## config.mk

```make
export PLATFORM = sky130hd
export DESIGN_NAME = msdap_frame_sched
export DESIGN_NICKNAME = d
export VERILOG_FILES = /design/src/rtl/msdap_frame_sched.sv
export SDC_FILE = /design/constraint.sdc
export NUM_CORES = 1
export LEC_CHECK = 0
export CAP_MARGIN = 20
export CORE_ASPECT_RATIO = 1.75
export CORE_MARGIN = 2
export CORE_UTILIZATION = 35
export CTS_BUF_LIST = sky130_fd_sc_hd__clkbuf_4
export DETAILED_ROUTE_END_ITERATION = 12
export PLACE_DENSITY = 0.63
export SLEW_MARGIN = 20
export SYNTH_ARGS = -nofsm -noshare
export SYNTH_HDL_FRONTEND = slang
export SYNTH_SLANG_ARGS = --single-unit
```

## constraint.sdc

```tcl
create_clock -name Sclk -period 2.6 [get_ports Sclk]
set_clock_uncertainty 0.2 [all_clocks]
set_input_delay 0.39 -clock Sclk [delete_from_list [all_inputs] [get_ports Sclk]]
set_output_delay 0.39 -clock Sclk [all_outputs]
set_load 0.01 [all_outputs]
```

## src/rtl/msdap_frame_sched.sv

```systemverilog
// msdap_frame_sched: serial stereo deserialiser and left/right scheduler
// for the shared filter core.
//
// Ports:
//   Sclk, Reset_n (sync, active low)
//   Start  : level enable for capture
//   bit_en : one-cycle strobe qualifying Frame and in
//   Frame  : marks the MSB bit of a new frame
//   in     : serial bits, in[0] = left, in[1] = right
//   out_*  : valid/ready sample port, left word then right word
//   busy, overrun (sticky), frame_err (sticky), sleep
//
// Optional build macro: MSDAP_SLEEP_EN. When defined, a run of SLEEP_CNT
// all-zero pairs enters sleep and later zero pairs are not dispatched.
// When undefined, sleep is tied low.
module msdap_frame_sched #(
  parameter int DATA_W    = 16,
  parameter int SLEEP_CNT = 800
) (
  input  logic              Sclk,
  input  logic              Reset_n,
  input  logic              Start,
  input  logic              bit_en,
  input  logic              Frame,
  input  logic [1:0]        in,
  output logic [DATA_W-1:0] out_data,
  output logic              out_ch,
  output logic              out_valid,
  input  logic              out_ready,
  output logic              busy,
  output logic              overrun,
  output logic              frame_err,
  output logic              sleep
);

  localparam int CW = $clog2(DATA_W + 1);

  typedef enum logic [1:0] {
    C_IDLE,
    C_WAIT,
    C_SHIFT
  } cstate_t;

  typedef enum logic [1:0] {
    D_IDLE,
    D_LEFT,
    D_RIGHT
  } dstate_t;

  cstate_t r_cstate, w_cnext;
  dstate_t r_dstate, w_dnext;

  // Only DATA_W-1 bits are kept: the last bit is merged straight
  // into the holding register at completion.
  logic [DATA_W-2:0] r_sh_l, r_sh_r;
  logic [DATA_W-2:0] w_sh_l_nx, w_sh_r_nx;
  logic [CW-1:0]     r_bit_cnt, w_cnt_nx;
  logic [DATA_W-1:0] r_hold_l, r_hold_r;
  logic              r_pending;
  logic              r_overrun, r_frame_err;

  logic              w_done, w_ferr;
  logic [DATA_W-1:0] w_new_l, w_new_r;
  logic              w_r_done, w_accept, w_want, w_sup;

  assign w_new_l = {r_sh_l, in[0]};
  assign w_new_r = {r_sh_r, in[1]};

  always_comb begin
    w_cnext   = r_cstate;
    w_sh_l_nx = r_sh_l;
    w_sh_r_nx = r_sh_r;
    w_cnt_nx  = r_bit_cnt;
    w_done    = 1'b0;
    w_ferr    = 1'b0;
    if (!Start) begin
      w_cnext   = C_IDLE;
      w_cnt_nx  = '0;
      w_sh_l_nx = '0;
      w_sh_r_nx = '0;
    end else begin
      unique case (r_cstate)
        C_IDLE: w_cnext = C_WAIT;
        C_WAIT: begin
          if (bit_en && Frame) begin
            w_sh_l_nx = {{(DATA_W-2){1'b0}}, in[0]};
            w_sh_r_nx = {{(DATA_W-2){1'b0}}, in[1]};
            w_cnt_nx  = CW'(1);
            w_cnext   = C_SHIFT;
          end
        end
        C_SHIFT: begin
          if (bit_en) begin
            if (Frame) begin
              // Early frame: drop the partial word, restart on this bit.
              w_ferr    = 1'b1;
              w_sh_l_nx = {{(DATA_W-2){1'b0}}, in[0]};
              w_sh_r_nx = {{(DATA_W-2){1'b0}}, in[1]};
              w_cnt_nx  = CW'(1);
            end else if (r_bit_cnt == CW'(DATA_W - 1)) begin
              w_done   = 1'b1;
              w_cnt_nx = '0;
              w_cnext  = C_WAIT;
            end else begin
              w_sh_l_nx = {r_sh_l[DATA_W-3:0], in[0]};
              w_sh_r_nx = {r_sh_r[DATA_W-3:0], in[1]};
              w_cnt_nx  = r_bit_cnt + CW'(1);
            end
          end
        end
        default: w_cnext = C_IDLE;
      endcase
    end
  end

  always_comb begin
    w_dnext = r_dstate;
    unique case (r_dstate)
      D_IDLE:  if (r_pending) w_dnext = D_LEFT;
      D_LEFT:  if (out_ready) w_dnext = D_RIGHT;
      D_RIGHT: if (out_ready) w_dnext = D_IDLE;
      default: w_dnext = D_IDLE;
    endcase
  end

  // A pair finishing on the same edge as the final right transfer
  // may take the freed holding slot.
  assign w_r_done = (r_dstate == D_RIGHT) && out_ready;
  assign w_accept = !r_pending || w_r_done;
  assign w_want   = w_done && !w_sup;

  always_ff @(posedge Sclk) begin
    if (!Reset_n) begin
      r_cstate    <= C_IDLE;
      r_dstate    <= D_IDLE;
      r_sh_l      <= '0;
      r_sh_r      <= '0;
      r_bit_cnt   <= '0;
      r_hold_l    <= '0;
      r_hold_r    <= '0;
      r_pending   <= 1'b0;
      r_overrun   <= 1'b0;
      r_frame_err <= 1'b0;
    end else begin
      r_cstate  <= w_cnext;
      r_dstate  <= w_dnext;
      r_sh_l    <= w_sh_l_nx;
      r_sh_r    <= w_sh_r_nx;
      r_bit_cnt <= w_cnt_nx;
      if (w_want && w_accept) begin
        r_hold_l  <= w_new_l;
        r_hold_r  <= w_new_r;
        r_pending <= 1'b1;
      end else if (w_r_done) begin
        r_pending <= 1'b0;
      end
      if (w_want && !w_accept) r_overrun <= 1'b1;
      if (w_ferr) r_frame_err <= 1'b1;
    end
  end

`ifdef MSDAP_SLEEP_EN
  localparam int ZW = $clog2(SLEEP_CNT + 1);

  logic [ZW-1:0] r_zcnt;
  logic          r_sleep;
  logic          w_zero;

  assign w_zero = (w_new_l == '0) && (w_new_r == '0);
  assign w_sup  = r_sleep && w_zero;

  always_ff @(posedge Sclk) begin
    if (!Reset_n) begin
      r_zcnt  <= '0;
      r_sleep <= 1'b0;
    end else if (w_done && !w_zero) begin
      r_zcnt  <= '0;
      r_sleep <= 1'b0;
    end else begin
      if (w_done && r_zcnt != ZW'(SLEEP_CNT)) r_zcnt <= r_zcnt + ZW'(1);
      if (r_zcnt == ZW'(SLEEP_CNT)) r_sleep <= 1'b1;
    end
  end

  assign sleep = r_sleep;
`else
  logic w_unused_sleep_cnt;
  assign w_unused_sleep_cnt = (SLEEP_CNT != 0);
  assign w_sup = 1'b0;
  assign sleep = 1'b0;
`endif

  assign out_valid = (r_dstate != D_IDLE);
  assign out_ch    = (r_dstate == D_RIGHT);
  assign out_data  = (r_dstate == D_LEFT)  ? r_hold_l :
                     (r_dstate == D_RIGHT) ? r_hold_r : '0;
  assign busy      = (r_cstate == C_SHIFT) || r_pending;
  assign overrun   = r_overrun;
  assign frame_err = r_frame_err;

endmodule

```

==> results.txt, run 1 <==
Synthesized-area fraction occupied by adder cells: 0.004102. The number of global-route vias before repair was 2,477; the number of top-level design ports was 30. The tools report the worst min-delay path endpoint as r_hold_r[15]. In this run the horizontal extent of the chip is 74.57 um. STA puts the critical path data required time at 2.01 ns. The final worst-path cycle share was 0.9543; the area fraction in and, or, nand and nor cells after synthesis was 0.2564. The synthesized design contains 74 register bits. The routed layout has 2,597 vias. The normalized max-slew margin was 0.5166. Count of final setup violators: 0. The worst register-to-register path begins at r_bit_cnt[0]. The min-delay analysis places its worst path in the category flop to flop. The run gives 4221 um as the total half-perimeter wirelength after legalization and detailed placement. Setup repair after global routing left no endpoint under its margin. Clock-pin slew was measured on the worst setup and hold paths at 0.11 ns. The starting density of the core is 0.3564. The run gives 0 ns as the sum of negative setup slack. The synthesized netlist contains 37 unique library cells. Yosys printed 0 warnings. Traced cell by cell, the critical path runs through nor2b_2 > buf_6 > a22o_1 > clkdlybuf4s50_1. The signal arrival time at the worst endpoint came out at 1.89 ns. Once detail routing completed, the nets flagged for antenna violations numbered 0. For the worst-skew pair, the clock arrives at the later sink with an insertion delay of 0.42 ns. The average instance in the mapped netlist occupies 8.134 um^2.

In this run the standard cell core region covers 8558 um^2. Dividing the detail-routed wire length by the instance count gives 12.71 um. In this run the static leakage power is 1.185 nW. Highest achievable clock rate: 403.0 MHz. IR analysis of the VDD net gives a maximum drop of 0.2112 mV. The logs give 0.2797 ns for the pre-CTS worst setup slack and 74 for the sink count of the clock tree. The worst reg-to-reg path cell count is 6, and the count of fill cells added during filler insertion is 885.

The largest individual stage delay along the critical path comes from the cell clkdlybuf4s50_1. The worst setup path is captured at an output port. The fraction of final layout cells sized beyond drive strength 1 is 0.08564, and the synthesized netlist net count is 384. In the routed layout, each cell is associated on average with a via count of 5.043. In this run the post-CTS setup repair buffer count came out at 0. Grouping stages by cell kind, the critical path spends the most delay in buffers and inverters.

The tools report the launch point of the worst hold path as r_hold_r[15]. Counting along the longest clock path gives a buffer depth of 2. Once routing completed, OpenROAD measured the worst setup slack at 0.1187 ns. The total design power is 1.896 mW. The run finished with clean final reports. Of all nets on the critical path, the largest fanout is 16. The final layout net count is 402.

The setup slack of the worst register-to-register path was 0.42 ns; the maximum level of the CTS H-tree was 3. The worst register-to-register path ends at r_hold_r[11]. The area share of xor/xnor cells in the synthesized design is 0.

The multiplexer area fraction after synthesis is 0, and the number of port buffers is 28. Buffering stage count on the worst path with inverters included: 2. TritonCTS built the clock tree. After floorplanning, the core was divided into 45 placement rows. The worst path needs 2.481 ns of the cycle, external delays included.

The hold path depth is 2. The area growth from synthesis to layout is 17.35%. For the initial antenna violation count, the log shows 1. In the routed design, unresolved DRC markers number 0.

The transition time at the pin with the least slew margin is 0.7234 ns. The first TritonRoute pass finished after 4 iterations. The largest single stage delay on the critical path is 0.53 ns. In this run, the number of DRC markers left after iteration 0 of detailed routing was 164.

Counting buffers and inverters, the worst setup path is 4 cells deep. Summed over all layers, the global routing overflow is 0. The chip height came out at 127.5 um. Post-synthesis compound-gate area fraction: 0.1993. Global placement routability congestion: 0.7704.

In this run the clock root is driven by a clkbuf_4. Entering global routing, the biggest net connects 70 pins. Counting every instance in the synthesized netlist gives 375. The full die area is 9508 um^2, and the hold violation count in the final report is 0. The run gives 0.1518 as the global-route total usage across every layer.

The tool flagged a number of max-cap violations equal to 0. After detailed routing, the total wire length is 6547 um. The ratio of total power to cell area works out to 529.7 nW/um^2.

TritonCTS created 9 clock buffers. The dominant combinational cell family by area after synthesis was simple AND/OR/NAND/NOR gates. The register area share after synthesis was 0.4856; the global-route wire length before repair was 11,320 um.

The classification of the worst setup path was flop to output port. The worst setup path is launched from a flop. For the final count of pins violating max slew, the log shows 0. Once the clock tree was built, the resizer swapped 4 gates to a different size.

The number of hold buffers added after CTS was 0. The cell area that synthesis handed to floorplanning was 3050 um^2.
cells by family (layout without fill, tap and decap cells):
family | count (synthesis) | count (layout)
flip-flops | 74 | 74
other | 1 | 2
buffers and inverters | 35 | 57
AND/OR/NAND/NOR | 165 | 165
AO/OA/AOI/OAI | 99 | 99
adder cells (fa/ha/maj) | 1 | 1
report_power, final:
| part | leakage, nW | internal (mW) | switching (mW) |
|---|---|---|---|
| sequential | 0.597 | 1.13 | 0.00271 |
| combinational | 0.513 | 0.0247 | 0.0502 |
| clock | 0.0741 | 0.304 | 0.381 |
cells in the mapped netlist:
| cell | number | area, um^2 |
|---|---|---|
| and3b_1 | 2 | 17.52 |
| o21ai_0 | 24 | 120.1 |
| buf_1 | 2 | 7.510 |
| a211oi_1 | 1 | 7.510 |
| dfxtp_1 | 74 | 1481 |
| or3_1 | 2 | 12.51 |
| nand3b_1 | 3 | 22.52 |
| conb_1 | 1 | 3.750 |
| nor4bb_1 | 1 | 10.01 |
| o21ai_1 | 10 | 50.05 |
| buf_2 | 1 | 5.000 |
| a211o_1 | 1 | 8.760 |
| ha_1 | 1 | 12.51 |
| nor2b_1 | 4 | 25.02 |
| a41oi_1 | 1 | 8.760 |
| inv_1 | 3 | 11.26 |
| a2111oi_4 | 1 | 27.53 |
| buf_4 | 1 | 7.510 |
| a311oi_1 | 1 | 8.760 |
| a21oi_1 | 38 | 190.2 |
| nand3_1 | 62 | 310.3 |
| nand4_1 | 1 | 6.260 |
| nand2_1 | 72 | 270.3 |
| nor3b_1 | 1 | 7.510 |
| nand2b_1 | 3 | 18.77 |
| o21a_1 | 4 | 30.03 |
| clkbuf_1 | 22 | 82.58 |
| buf_6 | 3 | 33.78 |
| a21boi_0 | 1 | 7.510 |
| and4b_1 | 2 | 20.02 |
| nor2_1 | 9 | 33.78 |
| nand4b_2 | 1 | 15.01 |
| nor4_1 | 1 | 6.260 |
| or2_2 | 1 | 6.260 |
| clkbuf_2 | 3 | 15.01 |
| a22o_1 | 16 | 140.1 |
| a221oi_1 | 1 | 8.760 |
layer usage:
metal	part of all wire	wire length (um)	vias up	global-route usage
met3	0.041	271	10	0.03785
met4	0.021	138	0	0.06513
met5	0	0	-	0
met2	0.50	3275	51	0.2582
li1	-	-	1342	-
met1	0.44	2861	1194	0.1757
worst reg2reg max path, delay by kind of cell, from the launching register on:
family                     cells  cell delay (ns)
and+or+nand+nor                2             0.46
adders and majority gates      1             0.26
DFF                            1             0.39
buffers and inverters          1             0.28
AOI/OAI and AO/OA              2             0.53
how the worst max path moves through the flow:
stage	endpoint	start
after CTS	out_data[13]	r_dstate[1]
final	out_data[13]	r_dstate[0]
after detailed placement	r_hold_l[11]	out_ready
after floorplan	r_hold_l[14]	r_bit_cnt[0]
after global routing	out_data[13]	r_dstate[0]
after global placement	r_hold_l[3]	out_ready
sequential cells by signal (all words and copies together), names as in the netlist:
signal and count:
r_pending 1, r_sh_r 15, overrun 1, r_bit_cnt 5
frame_err 1, r_dstate 2, r_hold_l 16, r_hold_r 16
r_cstate 2, r_sh_l 15
through the flow:
step / cells / area (um^2) / util / hold slack (ns)
6_report: 515 / 3580 / 0.4183 / 0.2538
5_1_grt: 515 / 3580 / 0.4183 / 0.2754
4_1_cts: 514 / 3570 / 0.4171 / 0.2590
3_5_place_dp: 499 / 3433 / 0.4012 / 0.2432
3_3_place_gp: 499 / 3433 / 0.4012 / 0.2364
2_1_floorplan: 375 / 3050 / - / 0.2281
area by class of cell:
type | count | area [um^2] | share of cell area
Sequential cell | 74 | 1486 | 0.4152
Clock buffer | 11 | 82.58 | 0.02307
Clock inverter | 4 | 43.79 | 0.01223
Antenna cell | 1 | 2.502 | 0.0006991
Inverter | 3 | 11.26 | 0.003146
Multi-Input combinational cell | 266 | 1416 | 0.3957
Tap cell | 117 | 146.4 | 0.04089
Timing Repair Buffer | 39 | 390.4 | 0.1091
placed cells by master (no fill, tap or decap), drive strengths merged, types with 9 or more instances in the layout:
master | netlist | final
a21oi | 38 | 38
a22o | 16 | 16
buf | 7 | 12
clkbuf | 25 | 11
clkdlybuf4s50 | 0 | 27
dfxtp | 74 | 74
nand2 | 72 | 72
nand3 | 62 | 62
nor2 | 9 | 9
o21ai | 34 | 34
(Power assumes the default switching activity.)
==> run 2: changes to the inputs <==
--- a/config.mk
+++ b/config.mk
@@ -6,7 +6,6 @@
 export NUM_CORES = 1
 export LEC_CHECK = 0
 export CAP_MARGIN = 20
-export CORE_ASPECT_RATIO = 1.75
 export CORE_MARGIN = 2
 export CORE_UTILIZATION = 35
 export CTS_BUF_LIST = sky130_fd_sc_hd__clkbuf_4
==> run 2 against run 1 <==
Compared with the run above:
- final area decreased by 0.56%
- sequential cell count unchanged
- worst hold slack got worse by 0.047 ns
- sequential power about the same
- die area fell by 0.31%
- critical path depth did not move
- critical path type unchanged
- critical endpoint is now out_data[1]
- highest routed layer unchanged
==> results.txt, run 2 (synthesis results as in run 1) <==
The count of antenna-violating nets left after detailed routing is 0. The ratio of total power to cell area was 510.2 nW/um^2; the worst slack on hold paths was 0.2070 ns. The logs give 8593 um^2 for the core box area and 70 for the pin count of the biggest net entering global routing. The logs give 1.816 mW for the total design power and 0.5707 for the normalized max-slew margin. The worst setup path is captured at an output port. The final count of pins violating max slew is 0, and the maximum fanout along the worst path is 8. The aggregate global routing overflow was 0. The initial antenna violation count came out at 0. For this run, the number of standard cells in the final layout without fillers is 505. Across the run, the number of max-cap violations was 0. The number of port buffers was 28; the DRC violation total after the first TritonRoute iteration was 174. From synthesis to final layout, the design area changed by 16.69%. Setup repair after global routing left no endpoint under its margin. At the pin with the least slew margin, the transition time is 0.6440 ns. At the end of routability-driven placement, the weighted congestion stood at 0.7520. The number of global-route vias before repair was 2,364; the final worst-path cycle share was 0.9665. In this run the count of I/O pins placed on the die edge is 30. The clock-pin slew of the registers on the worst-case setup and hold paths is 0.13 ns, and the maximum buffer depth of the clock tree is 2. The number of cells in the design after placement is 487. For the sum of negative setup slack, the log shows 0 ns.

Root cell of the clock tree: clkbuf_4. Pre-CTS worst setup slack: 0.2395 ns. Kind of start point of the critical path: a flop. The type of the most critical hold path is input pin to flop.

For the number of rows in the core area, the log shows 34. For the worst-skew pair, the clock arrives at the later sink with an insertion delay of 0.43 ns. VDD sags by at most 0.1831 mV. Chip height: 97.36 um. The wire-length estimate of the detail-placed layout is 3941 um.

For the worst setup path, the data required time is 2.01 ns. Once routing completed, OpenROAD measured the worst setup slack at 0.08698 ns. The logs give 1.92 ns for the signal arrival time at the worst endpoint and 11,010 um for the global-route wire length before repair. In the routed design, unresolved DRC markers number 0.

After detailed routing, the average wire length per cell comes to 13.21 um. For this run, the detailed router's first-pass iteration total came to 4. The starting density of the core came out at 0.3550. The highest achievable clock rate came out at 397.9 MHz. TritonCTS built the clock tree. The post-route minimum period is 2.513 ns. In the final layout, the registers with the most flip-flops are r_hold_l: 16 flops, r_hold_r: 16 flops. The finished cells cover 3560 um^2. The tools report the area after detailed placement as 3402 um^2. The ratio of routed vias to standard cells works out to 5.206. The number of clock buffers added by TritonCTS is 9.

For this block, the via count after detailed routing is 2,629. The tools report the final layout net count as 401. The H-tree was split into 3 levels.

The logs give 0.4142 for the utilization after layout and 9478 um^2 for the full die area. The run finished with clean final reports. 0 antenna diodes ended up in the layout.

Clock tree synthesis found a total of 74 sinks. Setup violations remaining at the end of the flow were counted as 0. In this run the horizontal extent of the chip is 97.36 um. For the hold violation count in the final report, the log shows 0. After detailed routing, the total wire length is 6670 um.

The tools report the global-route total usage across every layer as 0.1402. In the layout the commonest cells are nand2_1, dfxtp_1, nand3_1, a21oi_1, clkdlybuf4s50_1. The fraction of final layout cells sized beyond drive strength 1 was 0.08564; the static leakage was 1.165 nW. The worst setup path is of the flop to output port kind.
-- run 2: timing repair --
action	in CTS	in global routing
hold endpoints to repair	0	0
cloned	0	2
hold buffers	0	0
gates resized for setup	3	10
setup buffers	0	0
endpoints found under the setup margin	6	6
-- run 2: cell type report --
cell class / instances / area, um^2
Clock buffer: 9 / 67.56
Multi-Input combinational cell: 266 / 1429
Clock inverter: 7 / 45.04
Inverter: 3 / 11.26
Timing Repair Buffer: 38 / 382.9
Sequential cell: 74 / 1489
Tap cell: 108 / 135.1
Fill cell: 874 / 5034
-- run 2: routing by layer --
| layer | wire length, um | GRT usage | vias to the layer above |
|---|---|---|---|
| li1 | - | - | 1347 |
| met1 | 3316 | 0.1813 | 1221 |
| met2 | 2981 | 0.2249 | 48 |
| met3 | 206 | 0.02878 | 13 |
| met4 | 165 | 0.06624 | 0 |
| met5 | 0 | 0 | - |
-- run 2: final timing paths --
check	start	endpoint	slack, ns	cells past startpoint
setup / recovery	r_dstate[1]	out_data[1]	0.09	4
hold / removal	Reset_n	r_bit_cnt[3]	0.21	3
setup reg to reg	r_bit_cnt[1]	r_hold_l[10]	0.46	6
hold reg to reg	r_hold_r[2]	r_hold_r[2]	0.26	2
-- run 2: critical path: stages (launching register included) --
cell and delay, ns:
dfxtp_4 0.41, nor2b_4 0.19, clkbuf_4 0.22, a22o_1 0.14, clkdlybuf4s50_1 0.53
-- run 2: power breakdown --
group	switching, mW	internal (mW)
combinational	0.0499	0.0218
sequential	0.00268	1.13
clock	0.416	0.193
==> run 3: changes to the inputs <==
--- a/config.mk
+++ b/config.mk
@@ -10,6 +10,7 @@
 export CORE_UTILIZATION = 35
 export CTS_BUF_LIST = sky130_fd_sc_hd__clkbuf_4
 export DETAILED_ROUTE_END_ITERATION = 12
+export GPL_TIMING_DRIVEN = 0
 export PLACE_DENSITY = 0.63
 export SLEW_MARGIN = 20
 export SYNTH_ARGS = -nofsm -noshare
==> run 3 against run 2 <==
Compared with the run above:
- wire length rose by 15%
- core utilization up 0.95 points
- via count rose by 4.1%
- critical path type unchanged
- final cell count rose by 5.0%
- sequential cell count did not move
- non-clock buffer count grew 25
- worst hold slack better by 0.053 ns
- highest routed layer unchanged
- sequential share of layout area shrank 0.93 points
- die area stayed put
- clock power about the same
==> results.txt, run 3 (synthesis results as in run 1) <==
The flow ran to the end, and the final reports show no timing, DRC or antenna violations. Pin placement for this block handled 30 I/O pins. The clock-pin slew of the registers on the worst-case setup and hold paths was 0.12 ns.

The floorplan step set the die height to 97.36 um. The final count of pins violating max slew came out at 0. Root cell of the clock tree: clkbuf_4. In this run the register-to-register setup slack is 0.36 ns.

Based on the critical path, the design can be clocked at up to 404.7 MHz. STA classifies the critical path endpoint as an output port. The detail route stage leaves a number of antenna-violating nets equal to 0.

The hold violation count in the final report was 0. The most numerous cell on the critical path was buf_4. The run gives 870 as the count of fill cells added during filler insertion.

IR analysis of the VDD net gives a maximum drop of 0.1685 mV. The global-route total usage across every layer came out at 0.1638. The classification of the worst setup path is flop to output port.

Entering global routing, the biggest net connects 13 pins. Number of max-cap violations: 0. For this design, the CTS-stage hold fixing added 0 buffers.

The clock passes through at most 2 buffers. The post-synthesis to final-layout area growth works out to 19.36%. For the sum of negative setup slack, the log shows 0 ns. Leaving out fill and tap cells, the most frequent cells in the layout are nand2_1, dfxtp_1, nand3_1, a21oi_1, o21ai_0. The worst setup path is launched from a flop. The number of search-and-repair iterations in the first detailed-routing pass was 4; the count of vias placed by the detailed router was 2,738. The launch point of the worst hold path is r_hold_l[14].

Setup repair after global routing left no endpoint under its margin. Area occupied by registers: 1489 um^2. The wire-length estimate of the detail-placed layout is 5524 um. Hold timing on the final database bottoms out at a slack of 0.2604 ns. Once layout is complete, the cells apart from fillers number 530. Global routing finished with a remaining overflow of 0. The worst register-to-register path begins at r_bit_cnt[0]. Summed over all layers, the routed wires come to 7651 um.

The worst hold path passes through 2 cells. At the later pin of the worst-skew pair, clock insertion delay measures 0.44 ns. The critical path goes through nor2b_1 > buf_4 > buf_4 > a22o_1 > clkdlybuf4s50_1.

The die is 97.36 um wide. The global placement routability congestion came out at 0.8059. The worst path needs 2.471 ns of the cycle, external delays included. Dividing the detail-routed wire length by the instance count gives 14.44 um.

The core box area came out at 8593 um^2. Number of port buffers: 26. In the final layout, the registers with the most flip-flops are r_hold_l: 16 flops, r_hold_r: 16 flops. The type of the most critical hold path was flop to flop. The largest individual stage delay along the critical path comes from the cell clkdlybuf4s50_1.

The number of global-route vias before repair is 2,539. For hold timing, the worst endpoint is r_hold_l[14]. The run gives 426 as the final layout net count. The endpoint identified for the worst register-to-register timing path is r_sh_r[11]. After detailed placement, the design holds a cell count of 509.

Buffers inserted during clock tree synthesis total 9. Along the worst path, the maximum fanout reaches 7. The final worst-path cycle share came out at 0.9503.

The H-tree was split into 3 levels. The floorplan has 34 rows. The worst register-to-register path has a depth of 6. The area occupied by multi-input gates is 1406 um^2.

The fraction of final layout cells sized beyond drive strength 1 was 0.08531. TritonCTS built the clock tree. The count of final setup violators was 0; the full die area was 9478 um^2. The signal arrival time at the worst endpoint was 1.88 ns. The static leakage is 1.360 nW.

The normalized max-slew margin was 0.6434; the sink count of the clock tree was 74. The number of antenna diodes in the final layout is 0. The ratio of routed vias to standard cells is 5.166, and the global-route wire length before repair is 12,560 um.

The DRC violation total after the first TritonRoute iteration came out at 149. The starting density of the core was 0.3550; the largest stage delay on the critical path was 0.53 ns. In the routed design, unresolved DRC markers number 0. At the worst endpoint, the required time is 2.01 ns. The ratio of total power to cell area is 500.0 nW/um^2, and the transition time at the pin with the least slew margin is 0.5349 ns. The initial antenna violation count was 0.
==> run 3: how the worst max path moves through the flow <==
stage,depth (start not counted),from,end,slack (ns)
floorplan,5,r_bit_cnt[0],r_hold_l[14],0.58
global placement,5,Frame,r_hold_l[3],-0.15
detailed placement,5,Frame,r_hold_l[3],-0.17
CTS,5,r_dstate[1],out_data[13],0.007
global route,5,r_dstate[1],out_data[4],0.03
finish,5,r_dstate[1],out_data[4],0.13
==> run 3: report_power, final <==
part	leakage, nW	switching [mW]	internal (mW)	total (mW)
Combinational	0.701	0.0547	0.0211	0.0758
Sequential	0.598	0.00293	1.13	1.14
Clock	0.0612	0.410	0.199	0.609
==> run 3: routing by layer <==
layer / track usage / wire length, um
met3: 0.03237 / 263
met5: 0 / 0
met2: 0.2585 / 3473
met1: 0.2199 / 3807
met4: 0.06838 / 106
==> run 3: critical path: cells and delay by family, from the launching register on <==
kind / cells / cell delay [ns]
buffers and inverters: 3 / 0.80
flip-flops: 1 / 0.39
AND/OR/NAND/NOR: 1 / 0.14
AO/OA/AOI/OAI: 1 / 0.11
==> run 3: timing repair <==
item                       CTS  global route
buffers inserted             0             5
gates resized for setup     17             9
pin swaps                    0             1
setup endpoints to repair   17            37
==> run 3: metrics by stage <==
step                setup WS, ns  instance area, um^2  utilization  power, mW
floorplan                 0.5843                 3050            -      1.209
global placement         -0.1531                 3446       0.4010      1.238
detailed placement       -0.1749                 3446       0.4010      1.239
CTS                     0.006655                 3586       0.4173      1.822
global route             0.03113                 3641       0.4237      1.874
finish                    0.1292                 3641       0.4237      1.820
==> run 3: cell type report <==
class / instances / area share
Inverter: 3 / 0.003093
Sequential cell: 74 / 0.4089
Tap cell: 108 / 0.03711
Timing Repair Buffer: 31 / 0.08557
Clock buffer: 10 / 0.02062
Buffer: 32 / 0.04914
Clock inverter: 6 / 0.009278
Multi-Input combinational cell: 266 / 0.3863
